==> src/rtl/multi_cycle_control_if.sv <==
// Control bundle between the multi-cycle controller and its datapath.
// The master side is the controller; the slave side is the datapath.
interface multi_cycle_control_if #(
  parameter int STATE_W = 4
);
  logic [5:0]         opcode;
  logic               zero;
  logic               pc_en;
  logic               iord;
  logic               mem_read;
  logic               mem_write;
  logic               ir_write;
  logic               reg_dst;
  logic               mem_to_reg;
  logic               reg_write;
  logic               alu_src_a;
  logic [1:0]         alu_src_b;
  logic [1:0]         pc_source;
  logic [1:0]         alu_op;
  logic               illegal_op;
  logic [STATE_W-1:0] state;

  modport master (
    input  opcode, zero,
    output pc_en, iord, mem_read, mem_write, ir_write, reg_dst, mem_to_reg,
           reg_write, alu_src_a, alu_src_b, pc_source, alu_op, illegal_op, state
  );

  modport slave (
    output opcode, zero,
    input  pc_en, iord, mem_read, mem_write, ir_write, reg_dst, mem_to_reg,
           reg_write, alu_src_a, alu_src_b, pc_source, alu_op, illegal_op, state
  );
endinterface

==> src/rtl/multi_cycle_control.sv <==
// Moore-style controller for a multi-cycle MIPS subset (lw, sw, R-type, beq, addi, j).
// Outputs decode from the state register; pc_en additionally follows zero in BEQEX.
module multi_cycle_control #(
  parameter int STATE_W = 4
) (
  input  logic                   clk,
  input  logic                   reset,
  multi_cycle_control_if.master  bus
);

  localparam logic [5:0] OP_LW    = 6'b100011;
  localparam logic [5:0] OP_SW    = 6'b101011;
  localparam logic [5:0] OP_RTYPE = 6'b000000;
  localparam logic [5:0] OP_BEQ   = 6'b000100;
  localparam logic [5:0] OP_ADDI  = 6'b001000;
  localparam logic [5:0] OP_J     = 6'b000010;

  typedef enum logic [STATE_W-1:0] {
    FETCH  = STATE_W'(4'd0),
    DECODE = STATE_W'(4'd1),
    MEMADR = STATE_W'(4'd2),
    MEMRD  = STATE_W'(4'd3),
    MEMWB  = STATE_W'(4'd4),
    MEMWR  = STATE_W'(4'd5),
    RTEX   = STATE_W'(4'd6),
    RTWB   = STATE_W'(4'd7),
    BEQEX  = STATE_W'(4'd8),
    ADDIEX = STATE_W'(4'd9),
    ADDIWB = STATE_W'(4'd10),
    JEX    = STATE_W'(4'd11)
  } state_t;

  state_t      state_r;
  state_t      next_state_s;
  logic        pc_en_s;
  logic        iord_s;
  logic        mem_read_s;
  logic        mem_write_s;
  logic        ir_write_s;
  logic        reg_dst_s;
  logic        mem_to_reg_s;
  logic        reg_write_s;
  logic        alu_src_a_s;
  logic [1:0]  alu_src_b_s;
  logic [1:0]  pc_source_s;
  logic [1:0]  alu_op_s;
  logic        illegal_op_s;

  // State register; reset overrides any in-flight instruction.
  always_ff @(posedge clk) begin
    if (reset) begin
      state_r <= FETCH;
    end else begin
      state_r <= next_state_s;
    end
  end

  // Next-state and per-state control decode.
  always_comb begin
    next_state_s = FETCH;
    pc_en_s      = 1'b0;
    iord_s       = 1'b0;
    mem_read_s   = 1'b0;
    mem_write_s  = 1'b0;
    ir_write_s   = 1'b0;
    reg_dst_s    = 1'b0;
    mem_to_reg_s = 1'b0;
    reg_write_s  = 1'b0;
    alu_src_a_s  = 1'b0;
    alu_src_b_s  = 2'b00;
    pc_source_s  = 2'b00;
    alu_op_s     = 2'b00;
    illegal_op_s = 1'b0;
    case (state_r)
      FETCH: begin
        mem_read_s   = 1'b1;
        ir_write_s   = 1'b1;
        alu_src_b_s  = 2'b01;
        pc_en_s      = 1'b1;
        next_state_s = DECODE;
      end
      DECODE: begin
        alu_src_b_s = 2'b11;
        case (bus.opcode)
          OP_LW, OP_SW: next_state_s = MEMADR;
          OP_RTYPE:     next_state_s = RTEX;
          OP_BEQ:       next_state_s = BEQEX;
          OP_ADDI:      next_state_s = ADDIEX;
          OP_J:         next_state_s = JEX;
          default: begin
            illegal_op_s = 1'b1;
            next_state_s = FETCH;
          end
        endcase
      end
      MEMADR: begin
        alu_src_a_s = 1'b1;
        alu_src_b_s = 2'b10;
        if (bus.opcode == OP_LW) begin
          next_state_s = MEMRD;
        end else begin
          next_state_s = MEMWR;
        end
      end
      MEMRD: begin
        iord_s       = 1'b1;
        mem_read_s   = 1'b1;
        next_state_s = MEMWB;
      end
      MEMWB: begin
        reg_write_s  = 1'b1;
        mem_to_reg_s = 1'b1;
        next_state_s = FETCH;
      end
      MEMWR: begin
        iord_s       = 1'b1;
        mem_write_s  = 1'b1;
        next_state_s = FETCH;
      end
      RTEX: begin
        alu_src_a_s  = 1'b1;
        alu_op_s     = 2'b10;
        next_state_s = RTWB;
      end
      RTWB: begin
        reg_write_s  = 1'b1;
        reg_dst_s    = 1'b1;
        next_state_s = FETCH;
      end
      BEQEX: begin
        alu_src_a_s  = 1'b1;
        alu_op_s     = 2'b01;
        pc_source_s  = 2'b01;
        pc_en_s      = bus.zero;
        next_state_s = FETCH;
      end
      ADDIEX: begin
        alu_src_a_s  = 1'b1;
        alu_src_b_s  = 2'b10;
        next_state_s = ADDIWB;
      end
      ADDIWB: begin
        reg_write_s  = 1'b1;
        next_state_s = FETCH;
      end
      JEX: begin
        pc_source_s  = 2'b10;
        pc_en_s      = 1'b1;
        next_state_s = FETCH;
      end
      default: begin
        // Unused encodings stay silent and recover to FETCH.
        next_state_s = FETCH;
      end
    endcase
  end

  // Write strobes and the illegal flag are held low while reset is high.
  assign bus.pc_en      = pc_en_s & ~reset;
  assign bus.mem_read   = mem_read_s & ~reset;
  assign bus.mem_write  = mem_write_s & ~reset;
  assign bus.ir_write   = ir_write_s & ~reset;
  assign bus.reg_write  = reg_write_s & ~reset;
  assign bus.illegal_op = illegal_op_s & ~reset;
  assign bus.iord       = iord_s;
  assign bus.reg_dst    = reg_dst_s;
  assign bus.mem_to_reg = mem_to_reg_s;
  assign bus.alu_src_a  = alu_src_a_s;
  assign bus.alu_src_b  = alu_src_b_s;
  assign bus.pc_source  = pc_source_s;
  assign bus.alu_op     = alu_op_s;
  assign bus.state      = state_r;

endmodule

==> src/flat_wrapper.sv <==
// flat-port wrapper written by rule: the top's interface ports become plain ports
module multi_cycle_control_flat 
#(
  parameter int STATE_W = 4
)
  (clk, reset, bus_opcode, bus_zero, bus_pc_en, bus_iord, bus_mem_read, bus_mem_write, bus_ir_write, bus_reg_dst, bus_mem_to_reg, bus_reg_write, bus_alu_src_a, bus_alu_src_b, bus_pc_source, bus_alu_op, bus_illegal_op, bus_state);
  multi_cycle_control_if #(.STATE_W(STATE_W)) bus_i ();
  input  logic clk;
  input  logic reset;
  input wire logic [$bits(bus_i.opcode)-1:0] bus_opcode;
  input wire logic [$bits(bus_i.zero)-1:0] bus_zero;
  output wire logic [$bits(bus_i.pc_en)-1:0] bus_pc_en;
  output wire logic [$bits(bus_i.iord)-1:0] bus_iord;
  output wire logic [$bits(bus_i.mem_read)-1:0] bus_mem_read;
  output wire logic [$bits(bus_i.mem_write)-1:0] bus_mem_write;
  output wire logic [$bits(bus_i.ir_write)-1:0] bus_ir_write;
  output wire logic [$bits(bus_i.reg_dst)-1:0] bus_reg_dst;
  output wire logic [$bits(bus_i.mem_to_reg)-1:0] bus_mem_to_reg;
  output wire logic [$bits(bus_i.reg_write)-1:0] bus_reg_write;
  output wire logic [$bits(bus_i.alu_src_a)-1:0] bus_alu_src_a;
  output wire logic [$bits(bus_i.alu_src_b)-1:0] bus_alu_src_b;
  output wire logic [$bits(bus_i.pc_source)-1:0] bus_pc_source;
  output wire logic [$bits(bus_i.alu_op)-1:0] bus_alu_op;
  output wire logic [$bits(bus_i.illegal_op)-1:0] bus_illegal_op;
  output wire logic [$bits(bus_i.state)-1:0] bus_state;
  assign bus_i.opcode = bus_opcode;
  assign bus_i.zero = bus_zero;
  assign bus_pc_en = bus_i.pc_en;
  assign bus_iord = bus_i.iord;
  assign bus_mem_read = bus_i.mem_read;
  assign bus_mem_write = bus_i.mem_write;
  assign bus_ir_write = bus_i.ir_write;
  assign bus_reg_dst = bus_i.reg_dst;
  assign bus_mem_to_reg = bus_i.mem_to_reg;
  assign bus_reg_write = bus_i.reg_write;
  assign bus_alu_src_a = bus_i.alu_src_a;
  assign bus_alu_src_b = bus_i.alu_src_b;
  assign bus_pc_source = bus_i.pc_source;
  assign bus_alu_op = bus_i.alu_op;
  assign bus_illegal_op = bus_i.illegal_op;
  assign bus_state = bus_i.state;
  multi_cycle_control #(.STATE_W(STATE_W)) u_core (.clk(clk), .reset(reset), .bus(bus_i));
endmodule
==> config.mk <==
export PLATFORM = sky130hd
export DESIGN_NAME = multi_cycle_control_flat
export DESIGN_NICKNAME = d
export VERILOG_FILES = /design/src/rtl/multi_cycle_control_if.sv /design/src/rtl/multi_cycle_control.sv /design/src/flat_wrapper.sv
export SDC_FILE = /design/constraint.sdc
export NUM_CORES = 1
export LEC_CHECK = 0
export ABC_AREA = 1
export CAP_MARGIN = 30
export CELL_PAD_IN_SITES_DETAIL_PLACEMENT = 0
export CELL_PAD_IN_SITES_GLOBAL_PLACEMENT = 2
export CORE_MARGIN = 2
export CORE_UTILIZATION = 15
export DETAILED_ROUTE_END_ITERATION = 7
export GPL_TIMING_DRIVEN = 1
export PLACE_DENSITY_LB_ADDON = 0.15
export SLEW_MARGIN = 20
export SYNTH_ARGS = -nofsm -noshare
export SYNTH_HDL_FRONTEND = slang
export SYNTH_SLANG_ARGS = --single-unit
==> constraint.sdc <==
create_clock -name clk -period 1.5 [get_ports clk]
set_input_delay 0.3 -clock clk [delete_from_list [all_inputs] [get_ports clk]]
set_output_delay 0.3 -clock clk [all_outputs]
set_load 0.01 [all_outputs]
==> qor.txt, run 1 <==
vertical extent of the die -> 59.9 um
final-report hold violation count -> 0
pin count of the biggest net entering global routing -> 8
initial antenna violation count -> 0
vias after detailed routing -> 792
top achievable clock speed -> 611 MHz
fraction of the cycle the final worst path needs -> 109%
total I/O pin count -> 29
number of inserted filler cells in the final layout -> 352
failing checks -> negative setup slack
share of post-route cells with drive strength above 1 -> 55.7%
most frequently used flop master after synthesis -> sky130_fd_sc_hd__dfxtp_1
critical-path maximum fanout -> 3
post-synth top area share -> 17.1%
Static Leakage -> 0.639 nW
routability congestion estimate -> 0.747
EDFF count, synth -> 0
Worst Tran Pin Value -> 0.225 ns
cell with the most instances on the worst path -> sky130_fd_sc_hd__nor2_4
data arrival at the endpoint of the critical path -> 1.34 ns
clock insertion delay at the later pin of the skew report -> 0.23 ns
estimated wirelength of the detail-placed design -> 1450 um
setup violation total in the final timing report -> 11
startpoint type of the worst setup path -> register
utilization of the core after routing -> 37.7%
Synthesis Warnings -> 0
final worst clock skew -> 0.000289 ns
clock-pin slew on the worst setup and hold paths -> 0.04 ns
syn nets -> 103
count of TritonRoute iterations in the first routing pass -> 4
number of DRC markers in iteration 0 -> 11
fin. max-slew vios -> 0
CTS sink cnt -> 4
Die Outline Area -> 0.00358 sq mm
Crit path required time -> 1.20 ns
path type of the worst setup path -> register to output pin
peak per-stage delay on the critical path -> 0.38 ns
Layout Nets -> 169
detail-routed via count per cell -> 4.15
most instantiated library cell after synthesis -> sky130_fd_sc_hd__nor2_1
number of CTS-inserted buffers -> 3
Synth top cells by count -> sky130_fd_sc_hd__nor2_1 (21), sky130_fd_sc_hd__nand2_1 (19), sky130_fd_sc_hd__inv_1 (18), sky130_fd_sc_hd__nand3_1 (10), sky130_fd_sc_hd__a21oi_1 (6)
total congestion overflow -> 0
DRC viols -> 0
clock tree root buffer cell -> sky130_fd_sc_hd__clkbuf_4
Area Growth Syn to Fin -> 142%
floorplan die width -> 59.9 um
overall global routing resource usage -> 11.8%
Final Worst Setup Slack -> -0.138 ns
library cell with the largest summed area after synthesis -> sky130_fd_sc_hd__dfxtp_1
Placeable Area -> 0.00300 sq mm
clock tree from TritonCTS -> yes
count of buffers inserted at the top-level ports -> 28
Tot Pwr -> 0.000414 W
post-synth cell types -> 15
Syn Area/Cell -> 4.98 sq um
routed wire length -> 1970 um
register bit total from synthesis -> 4
Power Density -> 366 mW/mm^2
clock buffer depth -> 2
count of nets left with antenna violations after detail routing -> 0
starting density of the core -> 15.6%
Area contributors post-synth -> sky130_fd_sc_hd__dfxtp_1 (17%), sky130_fd_sc_hd__nor2_1 (17%), sky130_fd_sc_hd__nand2_1 (15%)
H-tree depth -> 1
min cycle time layout -> 1.64 ns
proportion of register bits with asynchronous set or reset after synthesis -> 0%
CP Cell Sequence -> inv_4, nor2_4, inv_2, nor2_4, or3_4, buf_6
setup slack after placement -> -0.625 ns
part of the Yosys area used for sequential elements -> 17.1%
number of global-route vias before repair -> 761
unrepaired setup endpoints after global routing -> yes
Placement Rows -> 20
first-pass GRT wire length -> 3250 um
Largest register FFs -> 4
synthesized cell area -> 468 sq um
Critical-path top delay cell -> sky130_fd_sc_hd__or3_4
diode insertion count for antenna repair -> 0
average wire per standard cell -> 10.3 um
Max-slew headroom -> 84.8%
cell count after synthesis -> 94
max-cap violations -> 0
classification of the worst-slack hold path -> primary input to register
Crit. End Element -> output pin
run status -> finished, violations left
worst-case vdd ir drop -> 0.221 mV
power by group:
group	internal, W	leakage, nW	total, W	switching [W]
Clock	0.0000894	0.0138	0.000132	0.0000430
Sequential	0.000106	0.0355	0.000114	0.00000849
Combinational	0.0000834	0.590	0.000168	0.0000843
Total	0.000279	0.639	0.000414	0.000136
critical path: cells and delay by family (launching register included):
kind	cells	cell delay, ns
AND/OR/NAND/NOR	3	0.46
buffers and inverters	3	0.30
flip-flops	1	0.35
worst paths after layout:
kind                            cells after the start                   to           startpoint  slack, ns
worst max-delay path                                6        bus_alu_src_a  u_core.bus.state[3]      -0.14
worst min-delay path                                4  u_core.bus.state[2]                reset       0.49
worst max register to register                     10  u_core.bus.state[3]  u_core.bus.state[0]      -0.02
worst min register to register                      4  u_core.bus.state[0]  u_core.bus.state[1]       0.81
repair_timing:
action,CTS,global route
endpoints found under the setup margin,20,15
gates resized for setup,105,12
buffers inserted,7,1
hold buffers,0,0
pin swaps,5,3
cell type report:
type                            instances  area [sq um]  area share, %
Clock buffer                            3          22.5           1.99
Tap cell                               33          41.3           3.65
Timing Repair Buffer                   63           487           43.0
Sequential cell                         4          95.1           8.40
Inverter                               20          80.1           7.07
Multi-Input combinational cell         68           407           35.9
cells by family after synthesis:
logic type | count (synthesis) | share of synthesized area (%)
DFF | 4 | 17.1
AOI/OAI and AO/OA | 12 | 12.8
and+or+nand+nor | 56 | 51.6
buffers and inverters | 22 | 18.4
cell usage in the layout (no fill, tap or decap), types with 5 or more instances in the layout:
| cell type | n |
|---|---|
| sky130_fd_sc_hd__buf_2 | 10 |
| sky130_fd_sc_hd__dlygate4sd2_1 | 12 |
| sky130_fd_sc_hd__nand2_1 | 13 |
| sky130_fd_sc_hd__nor2_1 | 13 |
| sky130_fd_sc_hd__nand3_1 | 9 |
| sky130_fd_sc_hd__inv_1 | 13 |
| sky130_fd_sc_hd__nor2_4 | 7 |
| sky130_fd_sc_hd__inv_2 | 5 |
| sky130_fd_sc_hd__buf_4 | 34 |
| sky130_fd_sc_hd__nor2_2 | 5 |
per-stage QoR:
stage / std cells / TNS, ns / area, sq um / hold WS (ns)
finish: 191 / -0.637 / 1130 / 0.488
global route: 191 / -1.57 / 1130 / 0.525
CTS: 190 / -0.644 / 1090 / 0.488
detailed placement: 180 / -4.93 / 981 / 0.711
global placement: 180 / -4.85 / 981 / 0.732
floorplan: 94 / 0 / 468 / 0.514
routing by layer:
| metal | up-vias | routed length, um | GRT usage, % |
|---|---|---|---|
| met5 | - | 0 | 0 |
| met4 | 0 | 10 | 3.81 |
| met3 | 2 | 60 | 0.649 |
| met2 | 17 | 1110 | 22.5 |
| met1 | 352 | 783 | 13.8 |
| li1 | 421 | - | - |
Note: power is estimated with default switching activity, not from simulation.
==> inputs of run 2 (changes only) <==
--- a/config.mk
+++ b/config.mk
@@ -12,7 +12,7 @@
 export CORE_MARGIN = 2
 export CORE_UTILIZATION = 15
 export DETAILED_ROUTE_END_ITERATION = 7
-export GPL_TIMING_DRIVEN = 1
+export GPL_TIMING_DRIVEN = 0
 export PLACE_DENSITY_LB_ADDON = 0.15
 export SLEW_MARGIN = 20
 export SYNTH_ARGS = -nofsm -noshare
==> run 2 against run 1 <==
  * The run still ends with negative setup slack left
  * Non-clock buffer count down 23
  * Register-to-register slack improved by 0.32 ns
  * Clock skew increased by 0.0015 ns
  * Clock power about the same
  * Core utilization down 6.5 points
  * Via count shrank 9.2%
==> qor.txt, run 2 (synthesized netlist as in run 1, its figures left out) <==
data arrival at the endpoint of the critical path -> 1.34 ns (about the same)
switching power share of the total -> 33.2% (was 32.8%)
dpl cell area -> 779 sq um (was 981 sq um)
share of post-route cells with drive strength above 1 -> 49.6% (was 55.7%)
overall global routing resource usage -> 9.92% (was 11.8%)
metal1 wirelength -> 712 um (was 783 um)
final-report hold violation count -> 0 (unchanged)
Static Leakage -> 0.529 nW (was 0.639 nW)
cell internal power dissipation -> 0.000260 W (was 0.000279 W)
Worst Tran Pin Value -> 0.392 ns (was 0.225 ns)
most common cell after layout, fill and taps aside -> sky130_fd_sc_hd__nor2_1 (was sky130_fd_sc_hd__buf_4)
classification of the worst-slack hold path -> primary input to register (unchanged)
Reg2Reg Setup Slack -> 0.30 ns (was -0.02 ns)
count of buffers inserted at the top-level ports -> 27 (was 28)
Sw Pwr -> 0.000129 W (was 0.000136 W)
Area Growth Syn to Fin -> 100% (was 142%)
estimated wirelength of the detail-placed design -> 1370 um (was 1450 um)
Crit path required time -> 1.20 ns (about the same)
H-tree depth -> 1 (unchanged)
Power Density -> 415 mW/mm^2 (was 366 mW/mm^2)
Placeable Area -> 0.00300 sq mm (unchanged)
hold_ws -> 0.424 ns (was 0.488 ns)
Layout Nets -> 146 (was 169)
max-cap violations -> 0 (unchanged)
run status -> finished, violations left (unchanged)
clock insertion delay at the later pin of the skew report -> 0.23 ns (about the same)
CP Cell Sequence -> buf_4, nand2_4, o21ai_2, or3_1, buf_2 (was inv_4, nor2_4, inv_2, nor2_4, or3_4, buf_6)
Crit. End Element -> output pin (unchanged)
fraction of the cycle the final worst path needs -> 109% (about the same)
sequential share of power -> 29.2% (was 27.6%)
CTS sink cnt -> 4 (unchanged)
routed wire length -> 1710 um (was 1970 um)
unrepaired setup endpoints after global routing -> yes (unchanged)
critical-path maximum fanout -> 4 (was 3)
failing checks -> negative setup slack (unchanged)
setup violation total in the final timing report -> 5 (was 11)
starting density of the core -> 15.6% (unchanged)
path type of the worst setup path -> register to output pin (unchanged)
startpoint type of the worst setup path -> register (unchanged)
uppermost layer routed -> met3 (was met4)
capturing point of the worst reg2reg path -> u_core.bus.state[2] (was u_core.bus.state[3])
fin. max-slew vios -> 0 (unchanged)
detail-routed via count per cell -> 4.28 (was 4.15)
number of global-route vias before repair -> 675 (was 761)
routed wire length on met2 -> 942 um (was 1110 um)
count of nets left with antenna violations after detail routing -> 0 (unchanged)
average wire per standard cell -> 10.2 um (was 10.3 um)
total congestion overflow -> 0 (unchanged)
floorplan die width -> 59.9 um (unchanged)
Worst Hold End -> u_core.bus.state[0] (was u_core.bus.state[2])
vertical extent of the die -> 59.9 um (unchanged)
pin count of the biggest net entering global routing -> 9 (was 8)
Final Worst Setup Slack -> -0.138 ns (about the same)
clock tree from TritonCTS -> yes (unchanged)
Max-slew headroom -> 73.9% (was 84.8%)
number of hold-repair buffers added at the cts stage -> 0 (unchanged)
worst-case vdd ir drop -> 0.164 mV (was 0.221 mV)
clock buffer depth -> 2 (unchanged)
clock tree root buffer cell -> sky130_fd_sc_hd__clkbuf_4 (unchanged)
Die Outline Area -> 0.00358 sq mm (unchanged)
clock-pin slew on the worst setup and hold paths -> 0.04 ns (about the same)
startpoint of the tightest hold check path -> reset (unchanged)
Placement Rows -> 20 (unchanged)
Critical-path top delay cell -> sky130_fd_sc_hd__dfxtp_4 (was sky130_fd_sc_hd__or3_4)
final design instance area without fill -> 936 sq um (was 0.00113 sq mm)
number of DRC markers in iteration 0 -> 10 (was 11)
top achievable clock speed -> 610 MHz (was 611 MHz)
peak per-stage delay on the critical path -> 0.36 ns (was 0.38 ns)
initial antenna violation count -> 0 (unchanged)
first-pass GRT wire length -> 2750 um (was 3250 um)
power share of the clock group -> 34.4% (was 32.0%)
min cycle time layout -> 1.64 ns (about the same)
Placed Cells -> 154 (was 180)
start of the worst register-to-register path -> u_core.bus.state[2] (was u_core.bus.state[0])
total I/O pin count -> 29 (unchanged)
number of inserted filler cells in the final layout -> 352 (unchanged)
Hold Path Cell Cnt -> 2 (was 4)
DRC viols -> 0 (unchanged)
Worst Reg2Reg Path Length in Cells -> 8 (was 10)
Largest register FFs -> 4 (unchanged)
met3 WL -> 55 um (was 60 um)
diode insertion count for antenna repair -> 0 (unchanged)
number of CTS-inserted buffers -> 3 (unchanged)
count of TritonRoute iterations in the first routing pass -> 4 (unchanged)
vias after detailed routing -> 719 (was 792)
post-route non-filler standard cell count -> 168 (was 191)
final worst clock skew -> 0.00180 ns (was 0.000289 ns)
routability congestion estimate -> 0.718 (was 0.747)
part of the power in combinational logic -> 36.4% (was 40.5%)
highest-count cells in the layout ignoring fill and taps -> sky130_fd_sc_hd__nor2_1 (14), sky130_fd_sc_hd__inv_1 (13), sky130_fd_sc_hd__nand2_1 (12) (was sky130_fd_sc_hd__buf_4 (34), sky130_fd_sc_hd__inv_1 (13), sky130_fd_sc_hd__nand2_1 (13), sky130_fd_sc_hd__nor2_1 (13), sky130_fd_sc_hd__dlygate4sd2_1 (12))
## run 2: cell type report
cell class / count / area, sq um / share of cell area (%)
Sequential cell: 4 / 95.1 / 10.2
Multi-Input combinational cell: 68 / 402 / 42.9
Tap cell: 33 / 41.3 / 4.41
Timing Repair Buffer: 39 / 287 / 30.6
Buffer: 1 / 3.75 / 0.401
Inverter: 20 / 85.1 / 9.09
Clock buffer: 3 / 22.5 / 2.41
## run 2: power by group through the flow
| stage | Sequential [W] | Combinational [W] | Clock (W) |
|---|---|---|---|
| 6_report | 0.000114 | 0.000141 | 0.000134 |
| 5_1_grt | 0.000114 | 0.000158 | 0.000147 |
| 4_1_cts | 0.000114 | 0.000127 | 0.000140 |
| 3_5_place_dp | 0.000117 | 0.000128 | 0 |
| 3_3_place_gp | 0.000117 | 0.000129 | 0 |
| 2_1_floorplan | 0.000118 | 0.0000584 | 0 |
## run 2: per-layer routing
metal | vias up | global-route usage [%]
met5 | - | 0
met4 | 0 | 3.81
met3 | 0 | 0.649
met2 | 15 | 18.2
met1 | 328 | 11.9
li1 | 376 | -
## run 2: what timing repair did
action / CTS / global route
resized for setup: 98 / 20
setup buffers: 6 / 6
pin swaps: 10 / 8
endpoints found under the setup margin: 19 / 15
## run 2: worst max-delay path by stage
stage	to	slack [ns]	start	depth (start not counted)
final	bus_alu_src_a	-0.14	u_core.bus.state[2]	5
after floorplan	bus_pc_en	0.06	u_core.bus.state[3]	6
after global routing	bus_illegal_op	-0.22	u_core.bus.state[2]	6
after detailed placement	bus_illegal_op	-0.68	bus_opcode[2]	6
after global placement	bus_illegal_op	-0.70	bus_opcode[2]	6
after CTS	bus_alu_src_a	-0.16	u_core.bus.state[2]	5
## run 2: metrics by stage
stage / setup TNS [ns] / power (W) / worst slack [ns] / utilization [%]
2_1_floorplan: 0 / 0.000176 / 0.0556 / -
3_3_place_gp: -4.50 / 0.000246 / -0.702 / 26.0
3_5_place_dp: -4.18 / 0.000245 / -0.683 / 26.0
4_1_cts: -0.573 / 0.000381 / -0.160 / 29.8
5_1_grt: -0.937 / 0.000419 / -0.220 / 31.2
6_report: -0.454 / 0.000389 / -0.138 / 31.2
## run 2: worst max-delay path, delay by kind of cell (launching register included)
kind	cells	cell delay [ns]
buffers and inverters	2	0.29
and+or+nand+nor	2	0.40
DFF	1	0.36
AOI/OAI and AO/OA	1	0.06
